File: config.mk
export PLATFORM = sky130hd
export DESIGN_NAME = ram_16x8_flat
export DESIGN_NICKNAME = d
export VERILOG_FILES = /design/src/rtl/ram_16x8_if.sv /design/src/rtl/ram_16x8.sv /design/src/flat_wrapper.sv
export SDC_FILE = /design/constraint.sdc
export NUM_CORES = 1
export LEC_CHECK = 0
export ABC_AREA = 1
export BUFFER_PORTS_ARGS = -buffer_cell sky130_fd_sc_hd__buf_2
export CAP_MARGIN = 15
export CORE_MARGIN = 8
export CORE_UTILIZATION = 47
export CTS_CLUSTER_DIAMETER = 120
export DETAILED_ROUTE_END_ITERATION = 10
export PLACE_DENSITY_LB_ADDON = 0.25
export SLEW_MARGIN = 20
export SYNTH_ARGS = -nofsm -noshare
export SYNTH_HDL_FRONTEND = slang
export SYNTH_SLANG_ARGS = --single-unit
File: constraint.sdc
create_clock -name clock -period 4.3 [get_ports clock]
set_input_delay 0.86 -clock clock [delete_from_list [all_inputs] [get_ports clock]]
set_output_delay 0.86 -clock clock [all_outputs]
set_load 0.01 [all_outputs]
File: src/rtl/ram_16x8_if.sv
// ram_16x8_if: write/read request bus for ram_16x8.
// Master drives write, read, WriteAddr, ReadAddr and WriteData.
// Slave drives ReadData, WriteReady and ReadReady.
interface ram_16x8_if #(
    parameter int DATA_W = 8,
    parameter int ADDR_W = 4
);
    logic              write;
    logic              read;
    logic [ADDR_W-1:0] WriteAddr;
    logic [ADDR_W-1:0] ReadAddr;
    logic [DATA_W-1:0] WriteData;
    logic [DATA_W-1:0] ReadData;
    logic              WriteReady;
    logic              ReadReady;
    modport master (
        output write, read, WriteAddr, ReadAddr, WriteData,
        input  ReadData, WriteReady, ReadReady
    );
    modport slave (
        input  write, read, WriteAddr, ReadAddr, WriteData,
        output ReadData, WriteReady, ReadReady
    );
endinterface

File: src/rtl/ram_16x8.sv
// ram_16x8: 2**ADDR_W x DATA_W RAM with independent one-shot write and read ports.
// Ports: clock (rising edge), reset (async, active high), bus (ram_16x8_if.slave).
// A held write stores one word; a read returns the pre-write word on a same-edge collision.
module ram_16x8 #(
    parameter int DATA_W = 8,
    parameter int ADDR_W = 4
) (
    input logic       clock,
    input logic       reset,
    ram_16x8_if.slave bus
);
    typedef enum logic {W_IDLE, W_BUSY} w_state_t;
    typedef enum logic {R_IDLE, R_DONE} r_state_t;
    logic [DATA_W-1:0] mem_q [2**ADDR_W];
    logic [DATA_W-1:0] rdata_q;
    w_state_t          w_q, w_d;
    r_state_t          r_q, r_d;
    logic              w_en, r_en;
    always_comb begin
        w_en = (w_q == W_IDLE) && bus.write;
        w_d  = bus.write ? W_BUSY : W_IDLE;
        r_en = (r_q == R_IDLE) && bus.read;
        r_d  = bus.read ? R_DONE : R_IDLE;
    end
    // Reset parks the write FSM in W_BUSY so WriteReady rises only after a write-low edge.
    always_ff @(posedge clock or posedge reset) begin
        if (reset) begin
            w_q <= W_BUSY;
            r_q <= R_IDLE;
        end else begin
            w_q <= w_d;
            r_q <= r_d;
        end
    end
    always_ff @(posedge clock or posedge reset) begin
        if (reset) begin
            mem_q <= '{default: '0};
        end else if (w_en) begin
            mem_q[bus.WriteAddr] <= bus.WriteData;
        end
    end
    // Sampling mem_q on the same edge as a write yields the old word.
    always_ff @(posedge clock or posedge reset) begin
        if (reset) begin
            rdata_q <= '0;
        end else if (r_en) begin
            rdata_q <= mem_q[bus.ReadAddr];
        end
    end
    assign bus.ReadData   = rdata_q;
    assign bus.WriteReady = (w_q == W_IDLE);
    assign bus.ReadReady  = (r_q == R_DONE);
endmodule

File: src/flat_wrapper.sv
// flat-port wrapper written by rule: the top's interface ports become plain ports
module ram_16x8_flat 
#(
    parameter int DATA_W = 8,
    parameter int ADDR_W = 4
)
  (clock, reset, bus_write, bus_read, bus_WriteAddr, bus_ReadAddr, bus_WriteData, bus_ReadData, bus_WriteReady, bus_ReadReady);
  ram_16x8_if #(.DATA_W(DATA_W), .ADDR_W(ADDR_W)) bus_i ();
  input logic clock;
  input logic reset;
  input wire logic [$bits(bus_i.write)-1:0] bus_write;
  input wire logic [$bits(bus_i.read)-1:0] bus_read;
  input wire logic [$bits(bus_i.WriteAddr)-1:0] bus_WriteAddr;
  input wire logic [$bits(bus_i.ReadAddr)-1:0] bus_ReadAddr;
  input wire logic [$bits(bus_i.WriteData)-1:0] bus_WriteData;
  output wire logic [$bits(bus_i.ReadData)-1:0] bus_ReadData;
  output wire logic [$bits(bus_i.WriteReady)-1:0] bus_WriteReady;
  output wire logic [$bits(bus_i.ReadReady)-1:0] bus_ReadReady;
  assign bus_i.write = bus_write;
  assign bus_i.read = bus_read;
  assign bus_i.WriteAddr = bus_WriteAddr;
  assign bus_i.ReadAddr = bus_ReadAddr;
  assign bus_i.WriteData = bus_WriteData;
  assign bus_ReadData = bus_i.ReadData;
  assign bus_WriteReady = bus_i.WriteReady;
  assign bus_ReadReady = bus_i.ReadReady;
  ram_16x8 #(.DATA_W(DATA_W), .ADDR_W(ADDR_W)) u_core (.clock(clock), .reset(reset), .bus(bus_i));
endmodule
==> results of run 1 <==
logic make-up (layout without fill, tap and decap cells):
group           Yosys count  in the layout  share of synthesized area
buf+inv                  69             86                     0.0438
simple gates            442            442                      0.292
flops                   138            138                      0.560
compound gates          128            128                      0.104
Yosys cell counts (2+ instances only):
library cell	n
sky130_fd_sc_hd__nand2_1	335
sky130_fd_sc_hd__dfrtp_1	137
sky130_fd_sc_hd__o21ai_0	111
sky130_fd_sc_hd__nand3_1	96
sky130_fd_sc_hd__clkbuf_1	38
sky130_fd_sc_hd__inv_1	20
sky130_fd_sc_hd__o21ai_1	17
sky130_fd_sc_hd__buf_2	9
sky130_fd_sc_hd__nand4_1	4
sky130_fd_sc_hd__nor2_1	4
sky130_fd_sc_hd__nor3_2	2
area by class of cell:
class / count / area (um^2) / share of cell area
Clock buffer: 21 / 480 / 0.0678
Tap cell: 176 / 220 / 0.0311
Clock inverter: 11 / 214 / 0.0302
Sequential cell: 138 / 3450 / 0.488
Multi-Input combinational cell: 570 / 2440 / 0.345
Timing Repair Buffer: 33 / 188 / 0.0265
Inverter: 21 / 83.8 / 0.0118
sequential cells by signal, summed over array words and instances, names as in the netlist:
signal / flops
u_core.bus.ReadReady: 1
u_core.w_q: 1
u_core.mem_q: 128
u_core.bus.ReadData: 8
cell usage in the layout, fill, tap and decap left out:
cell	count
sky130_fd_sc_hd__nor2_2	1
sky130_fd_sc_hd__inv_1	18
sky130_fd_sc_hd__o21ai_0	111
sky130_fd_sc_hd__dfstp_2	1
sky130_fd_sc_hd__clkbuf_8	4
sky130_fd_sc_hd__buf_2	29
sky130_fd_sc_hd__clkinvlp_4	3
sky130_fd_sc_hd__nand4_1	4
sky130_fd_sc_hd__clkinv_2	3
sky130_fd_sc_hd__nor3_2	2
sky130_fd_sc_hd__nand3_1	96
sky130_fd_sc_hd__nor2_1	4
sky130_fd_sc_hd__o21ai_1	17
sky130_fd_sc_hd__bufinv_16	6
sky130_fd_sc_hd__clkbuf_16	17
sky130_fd_sc_hd__buf_12	1
sky130_fd_sc_hd__dfrtp_1	137
sky130_fd_sc_hd__buf_4	3
sky130_fd_sc_hd__clkinv_4	1
sky130_fd_sc_hd__nand2_1	335
sky130_fd_sc_hd__clkinv_1	1
worst paths after layout:
path,to,slack [ps],cells after the start
setup / recovery,u_core.bus.ReadData[1],1830,9
hold / removal,u_core.bus.ReadData[4],490,2
setup reg to reg,u_core.mem_q[72],2500,5
hold reg to reg,u_core.bus.ReadData[4],490,2
max in group asynchronous,u_core.w_q,2820,3
min in group asynchronous,u_core.mem_q[105],540,2
stage by stage:
stage | cell area [um^2] | hold WS, ps
CTS | 7080 | 486
finish | 7090 | 486
global route | 7090 | 508
global placement | 6390 | 465
floorplan | 6170 | 453
detailed placement | 6390 | 471
where the power goes:
| group | internal, mW | leakage, nW | switching, mW |
|---|---|---|---|
| combinational | 0.181 | 1.32 | 0.304 |
| sequential | 1.53 | 1.79 | 0.133 |
| clock | 1.15 | 0.335 | 0.545 |
worst reg2reg max path: stages (launching register included):
cell	delay, ps
sky130_fd_sc_hd__dfstp_2	360
sky130_fd_sc_hd__inv_1	60
sky130_fd_sc_hd__nand2_1	160
sky130_fd_sc_hd__nor3_2	350
sky130_fd_sc_hd__nand2_1	430
sky130_fd_sc_hd__o21ai_0	340
per-layer routing:
layer	GRT usage	part of all wire	wire, um
met5	0	0	0
met4	0.0702	0.018	293
met3	0.0584	0.071	1180
met2	0.307	0.44	7400
met1	0.309	0.47	7770
==> impl_metrics.toml, run 1 <==
[power_and_ir_drop]
p_leak_nw = 3.45
power.density_cell_area_nw_per_um2 = 543
vdd.ir_drop.worst_uv = 303
finalPower_mw = 3.84

[clock_network]
cts.reportedPaths.clkPinSlew_ps = 60
cts.root.buffer_cell = "sky130_fd_sc_hd__clkbuf_16"
cts.sink_count = 138
cts-buffers-inserted = 17
cts_tree = "done"
cts_setup_buffers = 0
clk_latency_ps = 420
post_cts_resize_count = 0
cts_htree_levels = 4
clock_tree.buffer_depth = 2
post_cts_hold_buffer_count = 0

[layout]
final_net_count = 801
fillCellCount = 1260
area_growth_syn_to_layout_pct = 14.8
antenna-diode-count = 0
postLayoutCoreUtil = 0.544
post_layout_cell_count = 970
layout-drive-gt1-share = 0.0894

[placed_design]
dp.final_hpwl_mm = 10.3
port-buffer-count = 29
numPlacedInstances = 938
detailedPlace.worstSlack_ps = 1610
place.gp.congestion = 0.804

[timing]
final.setup.worst_slack_ps = 1830
final.min_clock_period_ps = 2470
slew_headroom = 0.275
drv_slew = 0
finalClockSkew_ps = 7.26
tightest_slew_ps = 1080
final.setup.tns_ps = 0
finalHoldViolations = 0
fin_crit_sh = 0.575
maxClockFrequency_mhz = 404
final-setup-viol-count = 0
rsz_0062_raised_after_global_routing = "no"

[drt]
drt_pre_antenna_iters = 5
final_antenna_net_count = 0
num_vias = 5259
drc = 0
vias_per_cell = 5.42
detail_route.iter0.violations = 632
routed_wirelength_mm = 16.6
wire_per_inst_um = 17.2

[setup_path]
worstSetupStartpointType = "primary input"
critical_path.n_buffers_inverters = 2
critPathLaunch = "bus_ReadAddr[1]"
timing.critical_path.to_type = "flop"
crit_path_cell_trace = "buf_2 > clkinv_1 > nand3_1 > nand3_1 > nand2_1 > nand2_1 > nand2_1 > nand2_1 > nand2_1"
critPathArrivalTime_ps = 2830
r2r-start = "u_core.w_q"
worst-setup-path-type = "primary input to flop"
cpMaxStageDelayCell = "sky130_fd_sc_hd__clkinv_1"
crit_path_max_fanout = 32
critPathMostFrequentCell = "sky130_fd_sc_hd__nand2_1"
critical_path.max_stage_delay_ps = 820
worst-endpoint-required_ps = 4660
crit_family = "simple AND/OR/NAND/NOR gates"

[synth]
yosys.area.top_type_share = 0.556
synth.ff_latch_count = 138
synth.top_cells.by_area = "sky130_fd_sc_hd__dfrtp_1 56%, sky130_fd_sc_hd__nand2_1 20%, sky130_fd_sc_hd__o21ai_0 9.0%"
sequential_share_of_the_synthesized_area = 0.560
synthesis.area_um2 = 6170
synth-main-ff-cell = "sky130_fd_sc_hd__dfrtp_1"
async_reset_ff_frac = 1.00
synth_top_cell_by_area = "sky130_fd_sc_hd__dfrtp_1"
number_of_enable_flip_flop_cells_after_synthesis = 0
synth_cell_types = 15
synth_warnings = 0
syn-instance-count = 777
avgSynthCellArea_um2 = 7.94
mappedNetlistNets = 797

[global_route]
grt_max_degree = 70
grt_first_pass_wirelength_mm = 27.8
grt_antenna_before_repair = 0
grt_pass1_vias = 5082
overflow_left_after_global_routing = 0
grt_util_all_layers = 0.215

[worst_hold_path]
worst_hold_path_type = "flop to flop"
hold_path.startpoint = "u_core.bus.ReadData[4]"

[floorplan]
io-pin-count = 30
die_area_um2 = 17000
start_util = 0.473
num_rows = 42
die-width_um = 131
die_h_um = 131
placeableCoreArea_um2 = 13000

[status]
outcome = "finished, final reports clean"

[run]
max-cap-violations = 0
Note: power is estimated with default switching activity, not from simulation.
==> run 2, diff against run 1 <==
- ABC_AREA: 1 -> 0
- clock period: 4.3 -> 2 ns (I/O delays scaled with it)
==> impl_metrics.toml, run 2 <==
[status]
outcome = "finished, final reports clean"

[clock_network]
clk_latency_ps = 410
cts-buffers-inserted = 17
post_cts_resize_count = 0
cts_htree_levels = 4
post_cts_hold_buffer_count = 0
clock_tree.buffer_depth = 2
cts.sink_count = 138
cts_setup_buffers = 0
cts_tree = "done"
cts.reportedPaths.clkPinSlew_ps = 60
cts.root.buffer_cell = "sky130_fd_sc_hd__clkbuf_16"

[synth]
syn-instance-count = 469
synth_warnings = 0
synthesis.area_um2 = 6320
most_repeated_cell_in_the_gate_level_netlist_after_synthesis = "sky130_fd_sc_hd__dfrtp_1"
mappedNetlistNets = 489
synth.top_cells.by_area = "sky130_fd_sc_hd__dfrtp_1 54%, sky130_fd_sc_hd__mux2_2 23%, sky130_fd_sc_hd__mux2i_1 10%"
synth-main-ff-cell = "sky130_fd_sc_hd__dfrtp_1"
synth_top_cell_by_area = "sky130_fd_sc_hd__dfrtp_1"
async_reset_ff_frac = 1.00
synth_cell_types = 27
number_of_enable_flip_flop_cells_after_synthesis = 0
synth.ff_latch_count = 138
sequential_share_of_the_synthesized_area = 0.547
avgSynthCellArea_um2 = 13.5
yosys.area.top_type_share = 0.543
ys_top_cells_by_count = "137 x sky130_fd_sc_hd__dfrtp_1, 128 x sky130_fd_sc_hd__mux2_2, 64 x sky130_fd_sc_hd__mux2i_1"

[setup_path]
worstSetupStartpointType = "flop"
worst-endpoint-required_ps = 2290
critPathArrivalTime_ps = 2020
crit_path_max_fanout = 8
timing.critical_path.to_type = "flop"
worst-setup-path-type = "flop to flop"

[layout]
postLayoutCoreUtil = 0.553
max_flop_register = "u_core.mem_q"
final_net_count = 525
antenna-diode-count = 0
layout-drive-gt1-share = 0.407
number_of_flip_flops_under_the_largest_register_name = 128
area_growth_syn_to_layout_pct = 15.4
layout_commonest_cell = "sky130_fd_sc_hd__dfrtp_1"
fillCellCount = 1134
leading_cell_types_in_the_layout_fill_and_taps_excluded = "137 x sky130_fd_sc_hd__dfrtp_1, 128 x sky130_fd_sc_hd__mux2_2, 64 x sky130_fd_sc_hd__mux2i_1, 35 x sky130_fd_sc_hd__nand2_1, 28 x sky130_fd_sc_hd__buf_2"

[timing]
final.min_clock_period_ps = 1730
fin_crit_sh = 0.867
finalHoldViolations = 0
rsz_0062_raised_after_global_routing = "no"
drv_slew = 0
maxClockFrequency_mhz = 577
finalClockSkew_ps = 8.42
tightest_slew_ps = 496
slew_headroom = 0.668
final-setup-viol-count = 0
hold_slack_ps = 111

[run]
max-cap-violations = 0

[power_and_ir_drop]
power.clock.fraction = 0.390
switching_power_mw = 1.84
p_leak_nw = 3.48
power.sequential.fraction = 0.465
power_switching_share = 0.238
power.density_cell_area_nw_per_um2 = 1060
power.combinational.fraction = 0.145
cellInternalPower_mw = 5.89
vdd.ir_drop.worst_uv = 592
finalPower_mw = 7.74

[floorplan]
die_area_um2 = 17400
die-width_um = 132
placeableCoreArea_um2 = 13200
num_rows = 42
die_h_um = 132
start_util = 0.479
io-pin-count = 30

[drt]
num_vias = 3862
vias_per_cell = 5.58
wire_per_inst_um = 20.3
detail_route.iter0.violations = 248
final_antenna_net_count = 0
drc = 0
routed_wirelength_mm = 14.1
drt_pre_antenna_iters = 4

[placed_design]
dp.final_hpwl_mm = 9.21
place.gp.congestion = 0.765
port-buffer-count = 29

[global_route]
grt_util_all_layers = 0.168
grt_antenna_before_repair = 0
grt_max_degree = 75
grt_pass1_vias = 4098
grt_first_pass_wirelength_mm = 22.9
overflow_left_after_global_routing = 0

[worst_hold_path]
worst_hold_path_type = "primary input to async pin"
==> run 2: cell count changes after synthesis, sizes merged, moves of 25 or more <==
cell    previous run  this run
o21ai            128         0
mux2               0       128
nand3             96        18
nand2            335        38
mux2i              0        64
clkbuf            38        13
==> run 2: final timing paths <==
path | startpoint | to | slack, ps | cells past startpoint
max | u_core.w_q | u_core.mem_q[40] | 270 | 3
min | reset | u_core.mem_q[88] | 110 | 3
max reg2reg | u_core.w_q | u_core.mem_q[40] | 270 | 3
min reg2reg | u_core.bus.ReadData[6] | u_core.bus.ReadData[6] | 480 | 2
max in group asynchronous | reset | u_core.w_q | 1550 | 3
min in group clock | bus_write | u_core.w_q | 140 | 1
==> run 2: cells by family (layout without fill, tap and decap cells) <==
kind of cell    after synthesis  after routing  synth area share
compound gates               26             26            0.0277
buf+inv                      30             77            0.0244
flops                       138            138             0.547
mux                         192            192             0.330
simple gates                 83             83            0.0717
==> run 2: through the flow <==
stage                     setup slack [ps]  setup TNS [ps]  area [um^2]  instances
after floorplan                       -120          -16480         6320        469
after global placement                 263               0         6710        662
after global routing                   206               0         7290        692
after CTS                              283               0         7290        692
after detailed placement               215               0         6710        662
final                                  266               0         7290        692
==> run 2: routing by layer <==
layer,part of all wire,wire length [um],global-route usage
met3,0.049,687,0.0423
met2,0.49,6950,0.277
met4,0.0090,127,0.0498
met5,0,0,0
met1,0.45,6310,0.213
==> run 2: area by class of cell <==
class | instances | area [um^2] | share of cell area
Timing Repair Buffer | 45 | 318 | 0.0436
Inverter | 2 | 11.3 | 0.00154
Clock inverter | 7 | 91.3 | 0.0125
Sequential cell | 138 | 3450 | 0.474
Clock buffer | 23 | 488 | 0.0669
Multi-Input combinational cell | 301 | 2710 | 0.372
Tap cell | 176 | 220 | 0.0302
==> run 2: worst max-delay path, cell delays in order, from the launching register on <==
cell and delay (ps):
sky130_fd_sc_hd__dfstp_2 570, sky130_fd_sc_hd__and4bb_1 260, sky130_fd_sc_hd__nand2_1 390, sky130_fd_sc_hd__mux2_2 390
==> run 2: power by group through the flow <==
stage	combinational [mW]	clock [mW]	sequential [mW]
floorplan	0.838	0	3.58
global placement	1.09	0	3.61
detailed placement	1.12	0	3.64
CTS	1.13	3.09	3.59
global route	1.24	3.21	3.66
finish	1.12	3.02	3.60
==> run 3, diff against run 2 <==
- CORE_ASPECT_RATIO: unset -> 0.9
- SETUP_SLACK_MARGIN: unset -> 0.5
- TNS_END_PERCENT: unset -> 10
==> impl_metrics.toml, run 3 (synthesis results as in run 2) <==
[clock_network]
cts_htree_levels = 4
clock_tree.buffer_depth = 2
post_cts_hold_buffer_count = 0
clk_latency_ps = 410
cts-buffers-inserted = 17
cts.root.buffer_cell = "sky130_fd_sc_hd__clkbuf_16"
cts.reportedPaths.clkPinSlew_ps = 60
cts.sink_count = 138
cts_tree = "done"

[global_route]
grt_util_all_layers = 0.163
overflow_left_after_global_routing = 0
grt_max_degree = 110
grt.busiest_layer = "met2"
gr-usage-met1 = 0.215
grt_pass1_vias = 4121
grt_met3_use = 0.0417
grt_antenna_before_repair = 0
grt_first_pass_wirelength_mm = 22.3
grtUsageMet2 = 0.259

[worst_hold_path]
worst_hold_path_type = "primary input to async pin"

[timing]
maxClockFrequency_mhz = 624
drv_slew = 0
fin_crit_sh = 0.801
final.min_clock_period_ps = 1600
tightest_slew_ps = 810
finalHoldViolations = 0
final-setup-viol-count = 0
rsz_0062_raised_after_global_routing = "yes"
hold_slack_ps = 121
slew_headroom = 0.460
finalClockSkew_ps = 4.93

[drt]
final_antenna_net_count = 0
detail_route.iter0.violations = 230
wire_per_inst_um = 20.5
drt_pre_antenna_iters = 4
routed_wirelength_mm = 14.0
drc = 0
vias_per_cell = 5.69
num_vias = 3903

[power_and_ir_drop]
power.density_cell_area_nw_per_um2 = 1080
vdd.ir_drop.worst_uv = 620
p_leak_nw = 3.57

[layout]
area_growth_syn_to_layout_pct = 17.9
leading_cell_types_in_the_layout_fill_and_taps_excluded = "137 x sky130_fd_sc_hd__dfrtp_1, 118 x sky130_fd_sc_hd__mux2_2, 64 x sky130_fd_sc_hd__mux2i_1, 31 x sky130_fd_sc_hd__nand2_1, 27 x sky130_fd_sc_hd__buf_2"
post_layout_cell_count = 686
layout-drive-gt1-share = 0.427
antenna-diode-count = 0
layout_commonest_cell = "sky130_fd_sc_hd__dfrtp_1"
number_of_flip_flops_under_the_largest_register_name = 128
final_net_count = 525
max_flop_register = "u_core.mem_q"
fillCellCount = 1104

[setup_path]
worst-endpoint-required_ps = 2290
timing.critical_path.to_type = "flop"
critPathArrivalTime_ps = 1890
setup.reg_to_reg.worst_slack_ps = 400
crit_path_max_fanout = 8
worst-setup-path-type = "flop to flop"
worstSetupStartpointType = "flop"

[floorplan]
io-pin-count = 30
start_util = 0.476
die_h_um = 126
num_rows = 40
die-width_um = 138
die_area_um2 = 17400
placeableCoreArea_um2 = 13300

[run]
max-cap-violations = 0

[placed_design]
port-buffer-count = 29
numPlacedInstances = 653
place.gp.congestion = 0.757
dp.final_hpwl_mm = 9.02

[status]
outcome = "finished, final reports clean"
run 3: timing repair:
item                       in CTS  in global routing
pin swaps                       1                  1
buffers inserted                1                  0
setup endpoints to repair     100                133
resized for setup               8                 28
run 3: metrics by stage:
step	utilization	TNS, ps	worst slack (ps)	power [mW]	area [um^2]
2_1_floorplan	-	-16480	-120	4.42	6320
3_3_place_gp	0.504	0	183	4.67	6680
3_5_place_dp	0.504	0	158	4.75	6680
4_1_cts	0.554	0	402	8.05	7350
5_1_grt	0.562	0	370	8.38	7450
6_report	0.562	0	397	8.01	7450
run 3: per-layer routing:
metal	vias to the layer above	wire [um]
li1	1779	-
met4	0	130
met2	77	6630
met1	2037	6590
met3	10	691
met5	-	0
run 3: layout make-up:
type	count	area (um^2)	area share
Sequential cell	138	3450	0.464
Clock inverter	8	140	0.0188
Multi-Input combinational cell	301	2800	0.376
Timing Repair Buffer	45	352	0.0472
Tap cell	168	210	0.0282
Inverter	2	11.3	0.00151
Clock buffer	24	482	0.0647
run 3: final timing paths:
check	end	depth (start not counted)	startpoint
max	u_core.mem_q[72]	4	u_core.w_q
min	u_core.mem_q[100]	3	reset
max reg2reg	u_core.mem_q[72]	4	u_core.w_q
min reg2reg	u_core.bus.ReadData[2]	2	u_core.bus.ReadData[2]
max in group asynchronous	u_core.mem_q[87]	3	reset
min in group clock	u_core.bus.ReadReady	1	bus_read
run 3: power breakdown:
part           leakage [nW]  internal, mW  switching, mW
Clock                 0.308          2.18           1.10
Combinational          1.50         0.634          0.494
Sequential             1.76          3.33          0.274
Total                  3.57          6.15           1.87
run 3: worst max-delay path, stage by stage, from the launching register on:
cell and delay, ps:
sky130_fd_sc_hd__dfstp_2 570, sky130_fd_sc_hd__and4bb_2 290, sky130_fd_sc_hd__nand2_1 100, sky130_fd_sc_hd__buf_6 170
sky130_fd_sc_hd__mux2_2 350
